### config.mk
export PLATFORM = sky130hd
export DESIGN_NAME = multicycle_sequencer_flat
export DESIGN_NICKNAME = d
export VERILOG_FILES = /design/src/rtl/multicycle_sequencer_if.sv /design/src/rtl/multicycle_sequencer.sv /design/src/flat_wrapper.sv
export SDC_FILE = /design/constraint.sdc
export NUM_CORES = 1
export LEC_CHECK = 0
export CAP_MARGIN = 20
export CORE_MARGIN = 2
export CORE_UTILIZATION = 50
export CTS_BUF_LIST = sky130_fd_sc_hd__clkbuf_4 sky130_fd_sc_hd__clkbuf_8
export CTS_CLUSTER_SIZE = 14
export DETAILED_ROUTE_END_ITERATION = 10
export GPL_TIMING_DRIVEN = 0
export HOLD_SLACK_MARGIN = 0.12
export PLACE_DENSITY = 0.86
export SLEW_MARGIN = 20
export SYNTH_ARGS = -nofsm -noshare
export SYNTH_HDL_FRONTEND = slang
export SYNTH_SLANG_ARGS = --single-unit
export TNS_END_PERCENT = 5
### constraint.sdc
create_clock -name clk -period 5.6 [get_ports clk]
set_clock_uncertainty 0.1 [all_clocks]
set_input_delay 1.12 -clock clk [delete_from_list [all_inputs] [get_ports clk]]
set_output_delay 1.12 -clock clk [all_outputs]
set_load 0.02 [all_outputs]
### src/rtl/multicycle_sequencer_if.sv
// rtl/multicycle_sequencer_if.sv - sequencer handshake/strobe bundle; SEQ_PERFCOUNT_EN adds retired/stall_cycles
interface multicycle_sequencer_if #(
  parameter int CONTROLSIZE = 8
);
  logic                   run;
  logic [CONTROLSIZE-1:0] control;
  logic                   imem_req;
  logic                   imem_ready;
  logic                   dmem_req;
  logic                   dmem_we;
  logic                   dmem_ready;
  logic                   ir_write;
  logic                   pc_write;
  logic                   reg_we;
  logic                   flags_we;
  logic [2:0]             state;
  logic                   busy;
  logic                   fault;
`ifdef SEQ_PERFCOUNT_EN
  logic [31:0]            retired;
  logic [31:0]            stall_cycles;

  modport slave (
    input  run, control, imem_ready, dmem_ready,
    output imem_req, dmem_req, dmem_we, ir_write, pc_write, reg_we, flags_we,
    output state, busy, fault, retired, stall_cycles
  );

  modport master (
    output run, control, imem_ready, dmem_ready,
    input  imem_req, dmem_req, dmem_we, ir_write, pc_write, reg_we, flags_we,
    input  state, busy, fault, retired, stall_cycles
  );
`else
  modport slave (
    input  run, control, imem_ready, dmem_ready,
    output imem_req, dmem_req, dmem_we, ir_write, pc_write, reg_we, flags_we,
    output state, busy, fault
  );

  modport master (
    output run, control, imem_ready, dmem_ready,
    input  imem_req, dmem_req, dmem_we, ir_write, pc_write, reg_we, flags_we,
    input  state, busy, fault
  );
`endif
endinterface

### src/rtl/multicycle_sequencer.sv
// rtl/multicycle_sequencer.sv - LEGv8 multicycle sequencer with memory watchdog
// SEQ_PERFCOUNT_EN builds the retired/stall_cycles counters.
module multicycle_sequencer #(
  parameter int TIMEOUT  = 16,
  parameter int REGWRITE = 0,
  parameter int MEMREAD  = 1,
  parameter int MEMWRITE = 2,
  parameter int SETFLAGS = 3
) (
  input  logic                  clk,
  input  logic                  rst,
  multicycle_sequencer_if.slave bus
);

  typedef enum logic [2:0] {
    S_IDLE   = 3'd0,
    S_FETCH  = 3'd1,
    S_DECODE = 3'd2,
    S_EXEC   = 3'd3,
    S_MEM    = 3'd4,
    S_WB     = 3'd5,
    S_FAULT  = 3'd7
  } state_t;

  localparam int WW = (TIMEOUT > 0) ? $clog2(TIMEOUT + 1) : 1;
  localparam logic [WW-1:0] TIMEOUT_W = WW'(TIMEOUT);

  state_t        state_q, state_d;
  logic [WW-1:0] wait_q, wait_d;
  logic [WW-1:0] wait_inc;
  logic          regwrite_q, regwrite_d;
  logic          memread_q, memread_d;
  logic          memwrite_q, memwrite_d;
  logic          setflags_q, setflags_d;
  logic          mem_wait;
  logic          expire;

  // A wait cycle is a requesting cycle whose ready is still low.
  assign mem_wait = ((state_q == S_FETCH) && !bus.imem_ready) ||
                    ((state_q == S_MEM) && !bus.dmem_ready);
  assign wait_inc = wait_q + WW'(1);
  assign expire   = (TIMEOUT != 0) && mem_wait && (wait_inc == TIMEOUT_W);

  always_comb begin
    state_d = state_q;
    case (state_q)
      S_IDLE:   if (bus.run) state_d = S_FETCH;
      S_FETCH: begin
        if (expire)              state_d = S_FAULT;
        else if (bus.imem_ready) state_d = S_DECODE;
      end
      S_DECODE: state_d = S_EXEC;
      S_EXEC:   state_d = (memread_q || memwrite_q) ? S_MEM : S_WB;
      S_MEM: begin
        if (expire)              state_d = S_FAULT;
        else if (bus.dmem_ready) state_d = S_WB;
      end
      S_WB:     state_d = bus.run ? S_FETCH : S_IDLE;
      S_FAULT:  state_d = S_FAULT;
      default:  state_d = S_IDLE;
    endcase
  end

  always_comb begin
    wait_d = wait_q;
    if ((state_d != state_q) && ((state_d == S_FETCH) || (state_d == S_MEM))) begin
      wait_d = '0;
    end else if (mem_wait) begin
      wait_d = wait_inc;
    end
  end

  // The decode path is combinational from the IR, so DECODE sees the new instruction.
  always_comb begin
    regwrite_d = regwrite_q;
    memread_d  = memread_q;
    memwrite_d = memwrite_q;
    setflags_d = setflags_q;
    if (state_q == S_DECODE) begin
      regwrite_d = bus.control[REGWRITE];
      memread_d  = bus.control[MEMREAD];
      memwrite_d = bus.control[MEMWRITE];
      setflags_d = bus.control[SETFLAGS];
    end
  end

  always_ff @(posedge clk) begin
    if (rst) begin
      state_q    <= S_IDLE;
      wait_q     <= '0;
      regwrite_q <= 1'b0;
      memread_q  <= 1'b0;
      memwrite_q <= 1'b0;
      setflags_q <= 1'b0;
    end else begin
      state_q    <= state_d;
      wait_q     <= wait_d;
      regwrite_q <= regwrite_d;
      memread_q  <= memread_d;
      memwrite_q <= memwrite_d;
      setflags_q <= setflags_d;
    end
  end

  // Requests and strobes follow the registered state; only ir_write sees imem_ready.
  always_comb begin
    bus.imem_req = 1'b0;
    bus.dmem_req = 1'b0;
    bus.dmem_we  = 1'b0;
    bus.ir_write = 1'b0;
    bus.pc_write = 1'b0;
    bus.reg_we   = 1'b0;
    bus.flags_we = 1'b0;
    case (state_q)
      S_FETCH: begin
        bus.imem_req = 1'b1;
        bus.ir_write = bus.imem_ready;
      end
      S_EXEC:  bus.flags_we = setflags_q;
      S_MEM: begin
        bus.dmem_req = 1'b1;
        bus.dmem_we  = memwrite_q;
      end
      S_WB: begin
        bus.pc_write = 1'b1;
        bus.reg_we   = regwrite_q;
      end
      default: ;
    endcase
  end

  assign bus.state = state_q;
  assign bus.busy  = (state_q != S_IDLE) && (state_q != S_FAULT);
  assign bus.fault = (state_q == S_FAULT);

`ifdef SEQ_PERFCOUNT_EN
  logic [31:0] retired_q, retired_d;
  logic [31:0] stall_q, stall_d;

  always_comb begin
    retired_d = retired_q;
    stall_d   = stall_q;
    if (state_q == S_WB) retired_d = retired_q + 32'd1;
    if (mem_wait)        stall_d   = stall_q + 32'd1;
  end

  always_ff @(posedge clk) begin
    if (rst) begin
      retired_q <= 32'd0;
      stall_q   <= 32'd0;
    end else begin
      retired_q <= retired_d;
      stall_q   <= stall_d;
    end
  end

  assign bus.retired      = retired_q;
  assign bus.stall_cycles = stall_q;
`endif

endmodule
### src/flat_wrapper.sv
// flat-port wrapper written by rule: the top's interface ports become plain ports
module multicycle_sequencer_flat 
#(
  parameter int TIMEOUT  = 16,
  parameter int REGWRITE = 0,
  parameter int MEMREAD  = 1,
  parameter int MEMWRITE = 2,
  parameter int SETFLAGS = 3
)
  (clk, rst, bus_run, bus_control, bus_imem_ready, bus_dmem_ready, bus_imem_req, bus_dmem_req, bus_dmem_we, bus_ir_write, bus_pc_write, bus_reg_we, bus_flags_we, bus_state, bus_busy, bus_fault);
  multicycle_sequencer_if bus_i ();
  input  logic clk;
  input  logic rst;
  input wire logic [$bits(bus_i.run)-1:0] bus_run;
  input wire logic [$bits(bus_i.control)-1:0] bus_control;
  input wire logic [$bits(bus_i.imem_ready)-1:0] bus_imem_ready;
  input wire logic [$bits(bus_i.dmem_ready)-1:0] bus_dmem_ready;
  output wire logic [$bits(bus_i.imem_req)-1:0] bus_imem_req;
  output wire logic [$bits(bus_i.dmem_req)-1:0] bus_dmem_req;
  output wire logic [$bits(bus_i.dmem_we)-1:0] bus_dmem_we;
  output wire logic [$bits(bus_i.ir_write)-1:0] bus_ir_write;
  output wire logic [$bits(bus_i.pc_write)-1:0] bus_pc_write;
  output wire logic [$bits(bus_i.reg_we)-1:0] bus_reg_we;
  output wire logic [$bits(bus_i.flags_we)-1:0] bus_flags_we;
  output wire logic [$bits(bus_i.state)-1:0] bus_state;
  output wire logic [$bits(bus_i.busy)-1:0] bus_busy;
  output wire logic [$bits(bus_i.fault)-1:0] bus_fault;
  assign bus_i.run = bus_run;
  assign bus_i.control = bus_control;
  assign bus_i.imem_ready = bus_imem_ready;
  assign bus_i.dmem_ready = bus_dmem_ready;
  assign bus_imem_req = bus_i.imem_req;
  assign bus_dmem_req = bus_i.dmem_req;
  assign bus_dmem_we = bus_i.dmem_we;
  assign bus_ir_write = bus_i.ir_write;
  assign bus_pc_write = bus_i.pc_write;
  assign bus_reg_we = bus_i.reg_we;
  assign bus_flags_we = bus_i.flags_we;
  assign bus_state = bus_i.state;
  assign bus_busy = bus_i.busy;
  assign bus_fault = bus_i.fault;
  multicycle_sequencer #(.TIMEOUT(TIMEOUT), .REGWRITE(REGWRITE), .MEMREAD(MEMREAD), .MEMWRITE(MEMWRITE), .SETFLAGS(SETFLAGS)) u_core (.clk(clk), .rst(rst), .bus(bus_i));
endmodule
==> out/results.tsv <==
stage	metric	value	unit
synthesis	synth_edf_count	0	
critical_path	cp.arrival	2.41	ns
clocking	cts_buffers	3	
synthesis	synthTopCellsByArea	dfxtp_1, mux2i_1, a31oi_1	
clocking	clockBufferDepth	2	
floorplan	ioPinCount	25	
synthesis	synthesis.area	766	sq um
global_routing	grt_first_pass_wirelength	2970	microns
synthesis	synth_top_area_frac	0.314	
floorplan	start_util	0.520	
sta	hold_slack	0.395	ns
synthesis	avgSynthCellArea	9.01	sq um
global_routing	gr-total-overflow	0	
critical_path	crit_path_start_kind	input pin	
pwr	power_density	217	nW/um^2
pwr	ir_drop	0.000163	V
sta	hold_violations	0	
synthesis	synth_cell_types	37	
critical_path	critPathBufInv	2	
floorplan	die-width	43.1	microns
pwr	p_leak	0.000362	uW
clocking	post-cts-setup-buffers	0	
layout	drive_above_1_share	0.138	
detailed_routing	wl	1710	microns
placement	post-place-ws	1.98	ns
sta	slew_viol_final	0	
sta	worst_pin_slew	0.751	ns
global_routing	met2_usage	0.346	
synthesis	synth-seq-area-share	0.314	
floorplan	coreArea	1470	sq um
synthesis	yosys_warnings	0	
clocking	cts-root-buf	clkbuf_4	
synthesis	netlist_instances	85	
job	drv_cap	0	
floorplan	rows	14	
floorplan	dieArea	1860	sq um
global_routing	use_met3	0.0511	
layout	nNetsFinal	125	
sta	rsz0062_at_grt	no	
placement	dpl_cell_area	986	sq um
clocking	insertion_delay	0.27	ns
run_status	status	finished clean	
detailed_routing	avgRoutedWirePerCell	13.7	microns
worst_hold_path	timing.hold.worst.class	reg2reg	
clocking	cts_sinks	12	
critical_path	slowest_delay	0.60	ns
critical_path	critPathKind	in2out	
placement	gp_congestion	0.837	
critical_path	crit_slowest_cell	clkdlybuf4s50_1	
sta	fin_ws	1.97	ns
placement	hpwl	1310	microns
clocking	clk_pin_slew	0.07	ns
synthesis	synthFlopType	dfxtp_1	
sta	finalCritPeriodShare	0.649	
detailed_routing	routed_via_density	5.74	
detailed_routing	drc	0	
placement	placed_cells	121	
sta	max_freq	0.275	GHz
layout	final_area	1020	sq um
sta	setup_violations	0	
layout	diodes	0	
clocking	hold_buffers	0	
synthesis	syn_nets	100	
sta	fin_setup_tns	0	ns
synthesis	synthArstFlopShare	0	
detailed_routing	detail-route-antenna-nets	0	
sta	min_period	3.63	ns
critical_path	crit_chain	clkdlybuf4s50_1 > and2_1 > clkdlybuf4s50_1	
sta	slew-limit-headroom	0.496	
detailed_routing	drtIter0Drc	25	
critical_path	worstPathRequired	4.38	ns
clocking	postCtsResizedCells	0	
critical_path	critPathTopFamily	buffers and inverters	
clocking	cts-htree-levels	1	
global_routing	antenna_found_initial	0	
synthesis	synth_seq_cells	12	
layout	nFillCells	115	
global_routing	first_global_vias	660	
critical_path	crit_path_frequent_cell	clkdlybuf4s50_1	
floorplan	fp.dieH	43.1	microns
global_routing	grt_max_degree	11	
global_routing	grt_usage	0.215	
detailed_routing	first_pass_iters	4	
synthesis	yosysTopAreaCell	dfxtp_1	
global_routing	top_usage_layer	met2	
layout	final_cells	125	
global_routing	met1_usage	0.263	
critical_path	cp_max_fo	4	
critical_path	endpoint_kind	primary output	
layout	area_growth	33.5	%
clocking	cts_tree	yes	
detailed_routing	vias	718	
placement	portBuffers	20	
==> area by class of cell <==
| cell class | count | area (sq um) | area share |
|---|---|---|---|
| Multi-Input combinational cell | 68 | 494 | 0.483 |
| Tap cell | 16 | 20.0 | 0.0196 |
| Buffer | 3 | 23.8 | 0.0233 |
| Inverter | 2 | 7.51 | 0.00734 |
| Timing Repair Buffer | 20 | 200 | 0.196 |
| Clock buffer | 4 | 36.3 | 0.0355 |
| Sequential cell | 12 | 240 | 0.235 |
==> Yosys cell counts (2+ instances only) <==
| master | instances |
|---|---|
| nand4_1 | 3 |
| xnor2_1 | 2 |
| and2_1 | 5 |
| ha_1 | 2 |
| and3_2 | 2 |
| nor2_1 | 7 |
| nand2_1 | 2 |
| a31oi_1 | 6 |
| nand3b_1 | 2 |
| nand3_1 | 2 |
| dfxtp_1 | 12 |
| a21oi_1 | 5 |
| xor2_1 | 3 |
| nor3_1 | 4 |
| inv_1 | 2 |
| mux2i_1 | 5 |
==> state kept, by name, summed over array words and instances (netlist names) <==
name and flops:
u_core.wait_q 5, u_core.bus.state 3, u_core.memread_q 1, u_core.memwrite_q 1, u_core.regwrite_q 1, u_core.setflags_q 1
==> tightest hold or removal path, stage by stage, from the launching register on <==
cell     delay (ns)
dfxtp_1        0.32
mux2i_1        0.07
nor2_1         0.07
==> worst paths after layout <==
| kind | start | to | slack (ns) | cells after the start |
|---|---|---|---|---|
| min reg2reg | u_core.regwrite_q | u_core.regwrite_q | 0.39 | 2 |
| max reg2reg | u_core.bus.state[0] | u_core.wait_q[3] | 3.50 | 6 |
| min | u_core.regwrite_q | u_core.regwrite_q | 0.39 | 2 |
| max | bus_imem_ready | bus_ir_write | 1.97 | 3 |
==> metal layers <==
layer,part of all wire,up-vias
li1,-,369
met1,0.46,331
met2,0.49,16
met3,0.042,2
met4,0.0099,0
met5,0,-
==> through the flow <==
| step | total power [uW] | utilization |
|---|---|---|
| 2_1_floorplan | 131 | - |
| 3_3_place_gp | 153 | 0.670 |
| 3_5_place_dp | 155 | 0.670 |
| 4_1_cts | 224 | 0.695 |
| 5_1_grt | 235 | 0.695 |
| 6_report | 221 | 0.695 |
==> logic make-up (layout without fill, tap and decap cells) <==
| family | Yosys count | in the layout | synth area share |
|---|---|---|---|
| AOI/OAI and AO/OA | 19 | 19 | 0.181 |
| xor gates and xnor gates | 5 | 5 | 0.0572 |
| muxes | 5 | 5 | 0.0654 |
| adders and majority gates | 2 | 2 | 0.0327 |
| DFF | 12 | 12 | 0.314 |
| buffers and inverters | 5 | 29 | 0.0408 |
| and+or+nand+nor | 37 | 37 | 0.309 |
==> placed cells by master, fill, tap and decap left out, types with 2 or more instances in the layout <==
master,n
nor2_1,7
inv_1,2
and3_2,2
nand3b_1,2
ha_1,2
clkdlybuf4s50_1,20
a31oi_1,6
clkbuf_4,3
and2_1,5
dfxtp_1,12
mux2i_1,5
nand2_1,2
nand3_1,2
nor3_1,4
xnor2_1,2
a21oi_1,5
xor2_1,3
nand4_1,3
==> power breakdown <==
part	switching (uW)	internal, uW
clock	29.1	39.5
combinational	31.1	28.9
sequential	3.69	89.2
Power figures use the tool's default switching activity.
